[config.mk]
export PLATFORM = sky130hd
export DESIGN_NAME = bf16_acc
export DESIGN_NICKNAME = d
export VERILOG_FILES = /design/src/rtl/bf16_pkg.sv /design/src/rtl/bf16_lzc.sv /design/src/rtl/bf16_acc.sv
export SDC_FILE = /design/constraint.sdc
export NUM_CORES = 1
export LEC_CHECK = 0
export BUFFER_PORTS_ARGS = -buffer_cell sky130_fd_sc_hd__buf_2
export CAP_MARGIN = 10
export CORE_MARGIN = 2
export CORE_UTILIZATION = 60
export CTS_CLUSTER_SIZE = 16
export DETAILED_ROUTE_END_ITERATION = 7
export GPL_TIMING_DRIVEN = 1
export PLACE_DENSITY = 0.8
export SLEW_MARGIN = 15
export SYNTH_ARGS = -nofsm -noshare
export SYNTH_HDL_FRONTEND = slang
export SYNTH_SLANG_ARGS = --single-unit
[constraint.sdc]
create_clock -name clk -period 7 [get_ports clk]
set_input_delay 0.7 -clock clk [delete_from_list [all_inputs] [get_ports clk]]
set_output_delay 0.7 -clock clk [all_outputs]
set_load 0.01 [all_outputs]
[src/rtl/bf16_pkg.sv]
// Shared BF16 field widths, special encodings and accumulator FSM states.
package bf16_pkg;

    localparam int unsigned EXP_W = 8;
    localparam int unsigned MAN_W = 7;
    localparam int unsigned BIAS  = 127;

    localparam logic [15:0] QNAN       = 16'h7FC0;
    localparam logic [15:0] POS_INF    = 16'h7F80;
    localparam logic [15:0] MAX_FINITE = 16'h7F7F;

    typedef enum logic [1:0] {
        StIdle,
        StAlign,
        StAdd,
        StNorm
    } state_e;

endpackage

[src/rtl/bf16_lzc.sv]
// Leading-zero counter used to normalise the adder result in one cycle.
module bf16_lzc #(
    parameter int unsigned W  = 11,
    parameter int unsigned CW = $clog2(W + 1)
) (
    input  logic [W-1:0]  i_data,
    output logic [CW-1:0] o_count
);

    // Ascending scan: the highest set bit is the last one to assign.
    always_comb begin
        o_count = CW'(W);
        for (int i = 0; i < int'(W); i++) begin
            if (i_data[i]) o_count = CW'(int'(W) - 1 - i);
        end
    end

endmodule

[src/rtl/bf16_acc.sv]
// Sequential BF16 dot-product accumulator: align/add/normalise/round FSM, one term per 4 cycles.
// Define BF16_ACC_SAT_EN to saturate overflow to the largest finite value instead of infinity.
module bf16_acc
    import bf16_pkg::*;
#(
    parameter int unsigned GRS_W = 3,
    parameter int unsigned CNT_W = 8
) (
    input  logic             clk,
    input  logic             rst,
    input  logic             clear,
    input  logic             in_valid,
    output logic             in_ready,
    input  logic [15:0]      in_data,
    input  logic             in_exc,
    input  logic             in_last,
    output logic             out_valid,
    output logic [15:0]      out_data,
    output logic [CNT_W-1:0] out_count,
    output logic             overflow,
    output logic             underflow,
    output logic             exception
);

    localparam int unsigned SIG_W = 1 + MAN_W + GRS_W;
    localparam int unsigned LZ_W  = $clog2(SIG_W + 1);
    localparam int unsigned E2    = EXP_W + 2;

    state_e             r_state;
    logic [15:0]        r_acc, r_op;
    logic               r_last, r_exc, r_clr_pend;
    logic [CNT_W-1:0]   r_cnt;
    logic               r_sign, r_sub, r_nan;
    logic [EXP_W-1:0]   r_exp;
    logic [SIG_W-1:0]   r_big, r_small;
    logic [SIG_W:0]     r_sum;
    logic               r_out_valid;
    logic [15:0]        r_out_data;
    logic [CNT_W-1:0]   r_out_count;
    logic               r_ovf, r_unf, r_excf;

    // ---------------- align ----------------
    logic [EXP_W-1:0] w_exp_a, w_exp_b, w_exp_big, w_diff;
    logic [14:0]      w_mag_a, w_mag_b;
    logic [SIG_W-1:0] w_sig_a, w_sig_b, w_big, w_small, w_mask, w_shifted, w_small_al;
    logic             w_swap, w_nan;

    assign w_exp_a = r_acc[14:7];
    assign w_exp_b = r_op[14:7];
    assign w_mag_a = (w_exp_a == '0) ? '0 : r_acc[14:0];
    assign w_mag_b = (w_exp_b == '0) ? '0 : r_op[14:0];
    assign w_sig_a = (w_exp_a == '0) ? '0 : {1'b1, r_acc[MAN_W-1:0], {GRS_W{1'b0}}};
    assign w_sig_b = (w_exp_b == '0) ? '0 : {1'b1, r_op[MAN_W-1:0], {GRS_W{1'b0}}};
    assign w_swap    = (w_mag_b > w_mag_a);
    assign w_big     = w_swap ? w_sig_b : w_sig_a;
    assign w_small   = w_swap ? w_sig_a : w_sig_b;
    assign w_exp_big = w_swap ? w_exp_b : w_exp_a;
    assign w_diff    = w_swap ? (w_exp_b - w_exp_a) : (w_exp_a - w_exp_b);
    assign w_mask    = (w_diff >= EXP_W'(SIG_W)) ? '1 : ((SIG_W'(1) << w_diff) - SIG_W'(1));
    assign w_shifted = w_small >> w_diff;
    // Everything shifted out below the last GRS bit collapses into sticky.
    assign w_small_al = {w_shifted[SIG_W-1:1], w_shifted[0] | (|(w_small & w_mask))};
    assign w_nan = r_exc || (w_exp_a == '1) || (w_exp_b == '1);

    // ---------------- normalise / round ----------------
    logic [LZ_W-1:0]  w_lz;
    logic [SIG_W-1:0] w_norm;
    logic [E2-1:0]    w_exp_n, w_exp_f;
    logic             w_rup, w_zero;
    logic [MAN_W+1:0] w_rnd;
    logic [MAN_W-1:0] w_man_f;
    logic [15:0]      w_res;
    logic             w_set_ovf, w_set_unf, w_set_exc;
    logic [CNT_W-1:0] w_cnt_inc;

    bf16_lzc #(
        .W  (SIG_W),
        .CW (LZ_W)
    ) u_lzc (
        .i_data  (r_sum[SIG_W-1:0]),
        .o_count (w_lz)
    );

    always_comb begin
        if (r_sum[SIG_W]) begin
            w_norm  = {r_sum[SIG_W:2], r_sum[1] | r_sum[0]};
            w_exp_n = E2'(r_exp) + E2'(1);
        end else begin
            w_norm  = r_sum[SIG_W-1:0] << w_lz;
            w_exp_n = E2'(r_exp) - E2'(w_lz);
        end
    end

    assign w_zero  = (r_sum == '0);
    assign w_rup   = w_norm[GRS_W-1] & ((|w_norm[GRS_W-2:0]) | w_norm[GRS_W]);
    assign w_rnd   = {1'b0, w_norm[SIG_W-1:GRS_W]} + (MAN_W + 2)'(w_rup);
    assign w_exp_f = w_exp_n + E2'(w_rnd[MAN_W+1]);
    assign w_man_f = w_rnd[MAN_W+1] ? w_rnd[MAN_W:1] : w_rnd[MAN_W-1:0];
    assign w_cnt_inc = (r_cnt == '1) ? r_cnt : r_cnt + CNT_W'(1);

    always_comb begin
        w_res     = {r_sign, w_exp_f[EXP_W-1:0], w_man_f};
        w_set_ovf = 1'b0;
        w_set_unf = 1'b0;
        w_set_exc = 1'b0;
        if (r_nan) begin
            w_res     = QNAN;
            w_set_exc = 1'b1;
        end else if (w_zero) begin
            w_res = '0;
        end else if (!w_exp_f[E2-1] && (w_exp_f >= E2'({EXP_W{1'b1}}))) begin
            w_set_ovf = 1'b1;
`ifdef BF16_ACC_SAT_EN
            w_res = {r_sign, MAX_FINITE[14:0]};
`else
            w_res = {r_sign, POS_INF[14:0]};
`endif
        end else if (w_exp_f[E2-1] || (w_exp_f == '0)) begin
            w_set_unf = 1'b1;
            w_res     = {r_sign, 15'b0};
        end
    end

    // ---------------- FSM ----------------
    always_ff @(posedge clk or posedge rst) begin
        if (rst) begin
            r_state     <= StIdle;
            r_acc       <= '0;
            r_op        <= '0;
            r_last      <= 1'b0;
            r_exc       <= 1'b0;
            r_clr_pend  <= 1'b0;
            r_cnt       <= '0;
            r_sign      <= 1'b0;
            r_sub       <= 1'b0;
            r_nan       <= 1'b0;
            r_exp       <= '0;
            r_big       <= '0;
            r_small     <= '0;
            r_sum       <= '0;
            r_out_valid <= 1'b0;
            r_out_data  <= '0;
            r_out_count <= '0;
            r_ovf       <= 1'b0;
            r_unf       <= 1'b0;
            r_excf      <= 1'b0;
        end else begin
            r_out_valid <= 1'b0;
            if (clear && (r_state != StIdle)) r_clr_pend <= 1'b1;
            unique case (r_state)
                StIdle: begin
                    // Flags stay visible alongside out_valid, then drop.
                    if (r_out_valid) begin
                        r_ovf  <= 1'b0;
                        r_unf  <= 1'b0;
                        r_excf <= 1'b0;
                    end
                    if (clear) begin
                        r_acc  <= '0;
                        r_cnt  <= '0;
                        r_ovf  <= 1'b0;
                        r_unf  <= 1'b0;
                        r_excf <= 1'b0;
                    end else if (in_valid) begin
                        r_op       <= in_data;
                        r_last     <= in_last;
                        r_exc      <= in_exc;
                        r_clr_pend <= 1'b0;
                        r_state    <= StAlign;
                    end
                end
                StAlign: begin
                    r_big   <= w_big;
                    r_small <= w_small_al;
                    r_exp   <= w_exp_big;
                    r_sign  <= w_swap ? r_op[15] : r_acc[15];
                    r_sub   <= r_op[15] ^ r_acc[15];
                    r_nan   <= w_nan;
                    r_state <= StAdd;
                end
                StAdd: begin
                    r_sum   <= r_sub ? ({1'b0, r_big} - {1'b0, r_small})
                                     : ({1'b0, r_big} + {1'b0, r_small});
                    r_state <= StNorm;
                end
                StNorm: begin
                    r_state    <= StIdle;
                    r_clr_pend <= 1'b0;
                    if (clear || r_clr_pend) begin
                        r_acc  <= '0;
                        r_cnt  <= '0;
                        r_ovf  <= 1'b0;
                        r_unf  <= 1'b0;
                        r_excf <= 1'b0;
                    end else begin
                        r_ovf  <= r_ovf | w_set_ovf;
                        r_unf  <= r_unf | w_set_unf;
                        r_excf <= r_excf | w_set_exc;
                        if (r_last) begin
                            r_out_valid <= 1'b1;
                            r_out_data  <= w_res;
                            r_out_count <= w_cnt_inc;
                            r_acc       <= '0;
                            r_cnt       <= '0;
                        end else begin
                            r_acc <= w_res;
                            r_cnt <= w_cnt_inc;
                        end
                    end
                end
                default: r_state <= StIdle;
            endcase
        end
    end

    assign in_ready  = (r_state == StIdle) && !clear;
    assign out_valid = r_out_valid;
    assign out_data  = r_out_data;
    assign out_count = r_out_count;
    assign overflow  = r_ovf;
    assign underflow = r_unf;
    assign exception = r_excf;

endmodule

==> results of run 1 <==
[cells by family after synthesis]
kind of cell	count (synthesis)	share of synthesized area (%)
fa+ha+maj	55	8.10
mux	57	7.14
simple gates	350	19.0
compound gates	277	21.9
buf+inv	129	6.44
flops	115	32.8
xor+xnor	44	4.65
[through the flow]
stage / setup slack [ns] / util [%]
floorplan: 2.42 / -
global placement: 1.79 / 62.5
detailed placement: 1.67 / 62.5
CTS: 1.65 / 66.2
global route: 1.02 / 66.2
finish: 1.51 / 66.2
[registers in the layout, indices dropped and copies added (netlist names), 2 cells and up]
register   count
r_sum         12
r_op          16
r_big          8
out_data      16
r_acc         16
r_state        2
out_count      8
r_cnt          8
r_exp          8
r_small       11
[Yosys cell counts (13+ instances only)]
master	instances
a21oi_1	69
a31oi_1	30
clkbuf_1	35
dfrtp_1	115
ha_1	52
inv_1	70
mux2_2	25
mux2i_1	30
nand2_1	124
nand3_1	31
nand4_1	13
nor2_1	85
nor3_1	17
nor4_1	13
o21ai_0	48
o31ai_1	14
xnor2_1	29
[cell type report]
type | count | share of cell area (%)
multi-input combinational | 783 | 55.9
sequential | 115 | 30.2
clock buffer | 18 | 4.50
timing repair buffer | 56 | 3.09
inverter | 72 | 2.86
tap | 184 | 2.41
clock inverter | 14 | 1.11
[how the worst max path moves through the flow]
stage               cells after the start     start  slack [ns]   endpoint
floorplan                              21  r_sum[4]        2.42   r_acc[2]
global route                           18  r_sum[9]        1.02  r_acc[10]
global placement                       18  r_sum[9]        1.79  r_acc[14]
CTS                                    18  r_sum[9]        1.65  r_acc[14]
finish                                 18  r_sum[9]        1.51  r_acc[14]
detailed placement                     18  r_sum[9]        1.67  r_acc[14]
[layer usage]
| metal | up-vias | GRT usage [%] | routed length (um) |
|---|---|---|---|
| met4 | 0 | 10.3 | 450 |
| met2 | 265 | 46.7 | 10500 |
| met1 | 3715 | 39.4 | 9760 |
| li1 | 3750 | - | - |
| met5 | - | 0 | 0 |
| met3 | 33 | 3.98 | 1210 |
==> run summary, run 1 <==
=================================================================================================
Run status .........................................................................    completed
Initial core utilization ...........................................................        60.8%
Mapped Cells .......................................................................         1027
Final cell area excluding filler cells .............................................     9540 um2
Largest delay share family, worst path ............................................. simple AND/OR/NAND/NOR gates
Max-slew headroom ..................................................................        25.6%
Layout cells sized above 1 .........................................................        13.7%
Initial antenna violation count ....................................................            0
Number of buffer and inverter stages on the critical path ..........................            1
Post-layout instance count excluding filler cells ..................................         1242
Placed instance area ...............................................................     9010 um2
Total setup buffers inserted after CTS .............................................            0
H-tree levels ......................................................................            4
Number of synthesized flops with an enable pin .....................................            0
Final clock skew ...................................................................   0.00973 ns
Clock latency on the worst-skew pair ...............................................      0.42 ns
Combined flip-flop and latch cell area .............................................     2880 um2
CP Class ........................................................................... register to register
Width of the die ...................................................................       125 um
Placed wire-length estimate ........................................................     15900 um
Number of cells after detailed placement ...........................................         1210
Setup slack of the worst register-to-register path .................................      1.51 ns
Number of remaining DRC errors .....................................................            0
Final Max Tran Viols ...............................................................            0
Clock slew at the register clock pins of the worst setup and hold paths ............      0.06 ns
Hold buffer count at CTS ...........................................................            0
Share of flip-flops with an asynchronous set or reset ..............................         100%
Post-synthesis to final-layout area growth .........................................        8.75%
YS warnings ........................................................................            0
Total area of multi-input combinational cells ......................................     5330 um2
Number of global-route vias before repair ..........................................         7283
Ys flop type .......................................................................      dfrtp_1
Area of the core ...................................................................    14400 um2
Global-route congestion overflow total .............................................            0
Detail Route Antenna Nets ..........................................................            0
Final period util ..................................................................        78.4%
Net count of the mapped netlist ....................................................         1104
Post-route worst hold slack ........................................................     0.411 ns
Count of endpoints failing hold in the final timing report .........................            0
Per-cell routed wire length ........................................................      17.6 um
Data required time of the critical path ............................................      7.25 ns
Worst-path fanout max ..............................................................           12
Global Route Usage Sum .............................................................        28.6%
Filler Cells Inserted ..............................................................         1228
Sum of negative setup slack ........................................................         0 ns
Count of port buffers added during placement .......................................           50
Slowest-stage cell, CP .............................................................      a21oi_1
Total of cells resized after clock tree synthesis ..................................            0
CTS Root Buffer Type ...............................................................    clkbuf_16
DIE AREA ...........................................................................    15600 um2
Critical path arrival ..............................................................      5.74 ns
Most common cell after layout, fill and taps aside .................................      nand2_1
Number of ports placed on the die boundary .........................................           51
Y dimension of the die .............................................................       125 um
Layout Nets ........................................................................         1122
First-pass DRT Iterations ..........................................................            5
Largest net degree at the start of global routing ..................................           61
Violation count after the first detailed-route iteration ...........................          748
Cell taking the most area after synthesis ..........................................      dfrtp_1
First-pass GRT wire length .........................................................     36400 um
Kind of end point of the critical path .............................................     register
Worst r2r src ......................................................................     r_sum[9]
Post-synthesis instance area .......................................................     8780 um2
Timing-limited maximum frequency ...................................................      182 MHz
Vias per inst ......................................................................         6.25
Count of antenna diodes in the layout ..............................................            0
Unrepaired setup endpoints after global routing ....................................        false
Min-Delay Path Class ............................................................... input pin to asynchronous set/reset pin
Seq/Total Area, Yosys ..............................................................        32.8%
Area share of the largest cell type after synthesis ................................        32.8%
Flip-flop and latch count after synthesis ..........................................          115
Final number of setup-violating endpoints ..........................................            0
CTS tree ...........................................................................          yes
Wirelength, routed .................................................................     21900 um
Via count ..........................................................................         7763
Cell-by-cell listing of the critical path .......................................... nor2_1, o31a_1, mux2i_1, or3_1, o21ai_0, ha_1, nand2_1, nor3_2, nand3_2, inv_1, ha_1, and3_1, and3_1, nand3_1, xor2_1, o21ai_0, a21oi_1, o221ai_1
TritonCTS Buffers ..................................................................           17
Total of max-cap violations ........................................................            0
Worst Reg-to-Reg Cells .............................................................           18
Critical Path Source Type ..........................................................     register
Avg Synthesized Cell Area ..........................................................     8.55 um2
Num Clock Sinks ....................................................................          115
Max stage delay on crit path .......................................................      0.73 ns
Worst reg2reg endpoint .............................................................    r_acc[14]
Number of distinct library cell variants in the gate-level netlist after synthesis .           88
Worst Max-Slew Pin Slew ............................................................      1.11 ns
Most frequent cells in the layout .................................................. nand2_1, dfrtp_1, nor2_1
Largest cells by area after synthesis .............................................. dfrtp_1, ha_1, nand2_1
Routability-driven placement congestion ratio ......................................        0.948
Num rows ...........................................................................           44
Tmin final .........................................................................      5.49 ns
Max Root-Sink Buffers ..............................................................            2
=================================================================================================
Power of run 1 is not shown: default switching activity piles up to over one toggle a cycle in this logic, so the estimate is an artifact.
==> inputs of run 2 (changes only) <==
clock period = 5.2 ns   (was 7 ns; I/O delays follow)
==> run 2 against run 1 <==
Worst hold slack got worse by 0.16 ns. First-iteration DRC count decreased by 0.94%. Core utilization increased by 1.4 points. Critical path depth increased by 2. Wire length increased by 2.5%. Die area unchanged. Register-to-register slack got worse by 1.2 ns. Non-clock buffer count increased by 18. Fmax increased by 13%. Setup slack got worse by 1.2 ns. Critical endpoint is now out_data[4].
==> run summary, run 2 (synthesized netlist as in run 1, its figures left out) <==
======================================================================================
Global Route Usage Sum ..................................................        29.4%   +0.80 points
Per-cell routed wire length .............................................      17.8 um   +1.1%
Width of the die ........................................................       125 um   unchanged
DIE AREA ................................................................    15600 um2   unchanged
Clock latency on the worst-skew pair ....................................      0.43 ns   about the same
Placed wire-length estimate .............................................     16400 um   +2.9%
Final clock skew ........................................................    0.0105 ns   +0.000781 ns
Worst reg2reg endpoint ..................................................  out_data[4]
Worst Max-Slew Pin Slew .................................................      1.02 ns   -0.0862 ns
Global Route met3 Usage .................................................        4.84%   +0.86 points
CTS tree ................................................................          yes
Fraction of met2 tracks used by global routing ..........................        47.5%   +0.77 points
Y dimension of the die ..................................................       125 um   unchanged
Post-route worst hold slack .............................................     0.251 ns   -0.161 ns
Critical Path Sink ......................................................  out_data[4]
Number of remaining DRC errors ..........................................            0   unchanged
Initial core utilization ................................................        60.8%   unchanged
Setup slack of the worst register-to-register path ......................      0.34 ns   -1.17 ns
Most common cell after layout, fill and taps aside ......................      nand2_1
Layout Nets .............................................................         1140   +1.6%
Count of port buffers added during placement ............................           50   unchanged
Via count ...............................................................         7849   +1.1%
Final number of setup-violating endpoints ...............................            0   unchanged
Violation count after the first detailed-route iteration ................          741   -0.94%
Data required time of the critical path .................................      5.46 ns   -1.79 ns
Number of global-route vias before repair ...............................         7399   +1.6%
Max-slew headroom .......................................................        31.7%   +6.1 points
First-pass GRT wire length ..............................................     37200 um   +2.3%
Hold buffer count at CTS ................................................            0   unchanged
Critical Path Source Type ...............................................     register
Run status ..............................................................    completed
Layout cells sized above 1 ..............................................        15.6%   +1.9 points
Routability-driven placement congestion ratio ...........................        0.955   +0.77%
Worst-path fanout max ...................................................           12   unchanged
CTS Root Buffer Type ....................................................    clkbuf_16
Wirelength, routed ......................................................     22400 um   +2.5%
GR met1 Demand/Resource .................................................        40.2%   +0.87 points
Kind of end point of the critical path ..................................     register
Vias per inst ...........................................................         6.23   -0.34%
Max Root-Sink Buffers ...................................................            2   unchanged
Final period util .......................................................        93.5%   +15 points
First-pass DRT Iterations ...............................................            5   unchanged
Filler Cells Inserted ...................................................         1199   -2.4%
Count of endpoints failing hold in the final timing report ..............            0   unchanged
H-tree levels ...........................................................            4   unchanged
Final Max Tran Viols ....................................................            0   unchanged
Worst Reg-to-Reg Cells ..................................................           20   +2
Timing startpoint of the critical path ..................................     r_sum[2]
Timing-limited maximum frequency ........................................      206 MHz   +13%
TritonCTS Buffers .......................................................           17   unchanged
Global-route congestion overflow total ..................................            0   unchanged
Largest net degree at the start of global routing .......................           62   +1.6%
Placed instance area ....................................................     9140 um2   +1.4%
Least setup slack across all paths after layout .........................     0.340 ns   -1.17 ns
Sum of negative setup slack .............................................         0 ns   unchanged
Tmin final ..............................................................      4.86 ns   -0.626 ns
Final cell area excluding filler cells ..................................     9740 um2   +2.0%
Number of ports placed on the die boundary ..............................           51   unchanged
Clock slew at the register clock pins of the worst setup and hold paths .      0.06 ns   about the same
Min-Delay Path Class .................................................... input pin to asynchronous set/reset pin
Area of the core ........................................................    14400 um2   unchanged
Num Clock Sinks .........................................................          115   unchanged
Initial antenna violation count .........................................            0   unchanged
Most frequent cells in the layout ....................................... nand2_1, dfrtp_1, nor2_1
Busiest layer in global routing .........................................         met2
Unrepaired setup endpoints after global routing .........................        false
CP Class ................................................................ register to register
Count of antenna diodes in the layout ...................................            0   unchanged
Post-synthesis to final-layout area growth ..............................        11.0%
Post-placement worst setup slack ........................................    0.0710 ns   -1.60 ns
Critical path arrival ...................................................      5.12 ns   -0.62 ns
Num rows ................................................................           44   unchanged
Detail Route Antenna Nets ...............................................            0   unchanged
Total of max-cap violations .............................................            0   unchanged
Worst r2r src ...........................................................     r_sum[2]
======================================================================================
-- run 2: how the worst min path moves through the flow --
stage,from,end,slack [ns],depth (start not counted)
after floorplan,r_acc[0],r_acc[0],0.44,2
after global placement,out_count[7],out_count[7],0.45,2
after detailed placement,out_count[7],out_count[7],0.46,2
after CTS,rst,out_data[5],0.28,2
after global routing,rst,out_data[5],0.32,2
final,rst,out_data[4],0.25,2
-- run 2: repair_timing --
action                                  CTS  global route
gates resized for setup                   0             6
endpoints found under the setup margin    0            28
setup buffers                             0             1
-- run 2: critical path, stage by stage (launching register included) --
cell and delay, ns:
dfrtp_1 0.43, nor2_1 0.07, o31a_1 0.28, o31a_2 0.40, mux2i_1 0.19, or3_1 0.35
o21ai_0 0.19, ha_1 0.23, nand2_1 0.10, nor3_4 0.27, nand3_2 0.11, inv_1 0.16
ha_1 0.20, ha_1 0.21, and3_1 0.24, xnor2_1 0.08, or4_1 0.56, o21a_1 0.21
nand4_1 0.09, buf_4 0.20, o31ai_1 0.10
-- run 2: metrics by stage --
stage | util [%] | instances
2_1_floorplan | - | 1027
3_3_place_gp | 63.3 | 1227
3_5_place_dp | 63.3 | 1227
4_1_cts | 67.3 | 1259
5_1_grt | 67.5 | 1260
6_report | 67.5 | 1260
-- run 2: cell type report --
| type | instances | area, um2 | area share (%) |
|---|---|---|---|
| Clock inverter | 13 | 125 | 1.28 |
| Inverter | 72 | 273 | 2.80 |
| Clock buffer | 19 | 453 | 4.65 |
| Sequential cell | 115 | 2880 | 29.6 |
| Tap cell | 184 | 230 | 2.36 |
| Timing Repair Buffer | 74 | 430 | 4.42 |
| Multi-Input combinational cell | 783 | 5350 | 54.9 |
-- run 2: layer usage --
layer | routed length (um) | vias to the layer above
met1 | 10100 | 3766
met2 | 10700 | 259
li1 | - | 3776
met4 | 601 | 0
met3 | 1050 | 48
met5 | 0 | -
Power of run 2 is left out for the same reason.
==> inputs of run 3 (changes only) <==
clock period = 6.1 ns   (was 5.2 ns; I/O delays follow)
==> run 3 against run 2 <==
Die area unchanged. Global-route usage about the same. First-iteration DRC count is the same. Final area fell by 1.2%. Sequential share of layout area is 0.34 points higher. Core utilization fell by 0.80 points. Highest routed layer unchanged.
==> run summary, run 3 (synthesized netlist as in run 1, its figures left out) <==
======================================================================================
Layout Nets .............................................................         1124   -1.4%
Kind of end point of the critical path ..................................     register
Data required time of the critical path .................................      6.42 ns   +0.96 ns
Layout cells sized above 1 ..............................................        14.0%   -1.7 points
Unrepaired setup endpoints after global routing .........................        false
Largest net degree at the start of global routing .......................           62   unchanged
Final number of setup-violating endpoints ...............................            0   unchanged
CP Class ................................................................ register to register
First-pass DRT Iterations ...............................................            5   unchanged
TritonCTS Buffers .......................................................           17   unchanged
Most common cell after layout, fill and taps aside ......................      nand2_1
Max Root-Sink Buffers ...................................................            2   unchanged
Number of buffer and inverter stages on the critical path ...............            1   -1
Wirelength, routed ......................................................     22400 um   -0.21%
Routability-driven placement congestion ratio ...........................        0.968   +1.4%
Critical path arrival ...................................................      5.76 ns   +0.64 ns
Final period util .......................................................        89.0%   -4.4 points
Max-slew headroom .......................................................        24.7%   -7.0 points
Count of port buffers added during placement ............................           50   unchanged
Violation count after the first detailed-route iteration ................          741   unchanged
Number of remaining DRC errors ..........................................            0   unchanged
Hold buffer count at CTS ................................................            0   unchanged
Cell-by-cell listing of the critical path ............................... nor2_1, o31a_1, mux2i_1, or3_1, o21ai_0, ha_1, nand2_1, nor3_2, nand3_2, inv_1, ha_1, and3_1, and3_1, nand3_1, xor2_1, o21a_1, nand4_1, o41ai_2
Min-Delay Path Class .................................................... input pin to asynchronous set/reset pin
Number of ports placed on the die boundary ..............................           51   unchanged
Total of max-cap violations .............................................            0   unchanged
Placed wire-length estimate .............................................     16100 um   -1.9%
Max stage delay on crit path ............................................      0.48 ns   -0.08 ns
Final clock skew ........................................................   0.00980 ns   -0.000705 ns
Clock slew at the register clock pins of the worst setup and hold paths .      0.06 ns   about the same
Critical Path Source Type ...............................................     register
Per-cell routed wire length .............................................      18.0 um   +1.1%
Most frequent cells in the layout ....................................... nand2_1, dfrtp_1, nor2_1
Detail Route Antenna Nets ...............................................            0   unchanged
Num rows ................................................................           44   unchanged
Num Clock Sinks .........................................................          115   unchanged
CTS Root Buffer Type ....................................................    clkbuf_16
Number of global-route vias before repair ...............................         7556   +2.1%
Worst-path fanout max ...................................................           12   unchanged
Via count ...............................................................         7833   -0.20%
Area of the core ........................................................    14400 um2   unchanged
H-tree levels ...........................................................            4   unchanged
Count of endpoints failing hold in the final timing report ..............            0   unchanged
Clock latency on the worst-skew pair ....................................      0.43 ns   about the same
Sum of negative setup slack .............................................         0 ns   unchanged
Slowest-stage cell, CP ..................................................      dfrtp_1
Combined flip-flop and latch cell area ..................................     2880 um2   about the same
Largest delay share family, worst path .................................. simple AND/OR/NAND/NOR gates
Worst Max-Slew Pin Slew .................................................      1.12 ns   +0.0995 ns
Post-synthesis to final-layout area growth ..............................        9.67%
Vias per inst ...........................................................         6.30   +1.1%
First-pass GRT wire length ..............................................     37500 um   +0.74%
Total of cells resized after clock tree synthesis .......................            0   unchanged
Filler Cells Inserted ...................................................         1227   +2.3%
CTS tree ................................................................          yes
DIE AREA ................................................................    15600 um2   unchanged
Total area of multi-input combinational cells ...........................     5330 um2   -0.30%
Tmin final ..............................................................      5.43 ns   +0.572 ns
Initial antenna violation count .........................................            0   unchanged
Global Route Usage Sum ..................................................        29.4%   about the same
Count of antenna diodes in the layout ...................................            0   unchanged
Timing-limited maximum frequency ........................................      184 MHz   -11%
Y dimension of the die ..................................................       125 um   unchanged
Final Max Tran Viols ....................................................            0   unchanged
Initial core utilization ................................................        60.8%   unchanged
Run status ..............................................................    completed
Width of the die ........................................................       125 um   unchanged
Global-route congestion overflow total ..................................            0   unchanged
Total setup buffers inserted after CTS ..................................            0   unchanged
======================================================================================
run 3: area by class of cell:
cell class	instances	share of cell area, %
Clock buffer	19	4.71
Clock inverter	13	1.53
Inverter	72	2.83
Multi-Input combinational cell	783	55.4
Sequential cell	115	29.9
Tap cell	184	2.39
Timing Repair Buffer	58	3.22
run 3: worst register-to-register path, stage by stage (launching register included):
cell	delay [ns]
dfrtp_1	0.48
nor2_1	0.37
o31a_1	0.48
mux2i_1	0.22
or3_1	0.38
o21ai_0	0.19
ha_1	0.22
nand2_1	0.07
nor3_2	0.30
nand3_2	0.20
inv_1	0.19
ha_1	0.19
and3_1	0.21
and3_1	0.26
nand3_1	0.11
xor2_1	0.35
o21a_1	0.23
nand4_1	0.46
o41ai_2	0.42
run 3: per-layer routing:
metal	part of all wire (%)	vias to the layer above	track usage [%]
li1	-	3764	-
met2	48	281	46.8
met4	3.1	0	12.0
met3	5.4	50	5.73
met1	44	3738	39.7
met5	0	-	0
run 3: metrics by stage:
stage          hold WS [ns]  worst slack, ns  util, %  area, um2  instances
6_report              0.323            0.668     66.7       9620       1244
5_1_grt               0.401            0.107     66.7       9620       1244
4_1_cts               0.359            0.771     66.7       9620       1244
3_5_place_dp          0.469            0.904     62.6       9020       1212
3_3_place_gp          0.455             1.05     62.6       9020       1212
2_1_floorplan         0.440             1.52        -       8780       1027
run 3: worst paths after layout:
check                        startpoint      endpoint  slack (ns)  cells past startpoint
min in group clk            in_data[11]      r_op[11]        0.41                      2
hold reg to reg            out_count[2]  out_count[2]        0.48                      2
setup reg to reg               r_sum[9]   out_data[3]        0.67                     18
setup / recovery               r_sum[9]   out_data[3]        0.67                     18
max in group asynchronous           rst      r_acc[8]        4.59                      3
hold / removal                      rst    r_state[0]        0.32                      2
Power of run 3 is left out for the same reason.
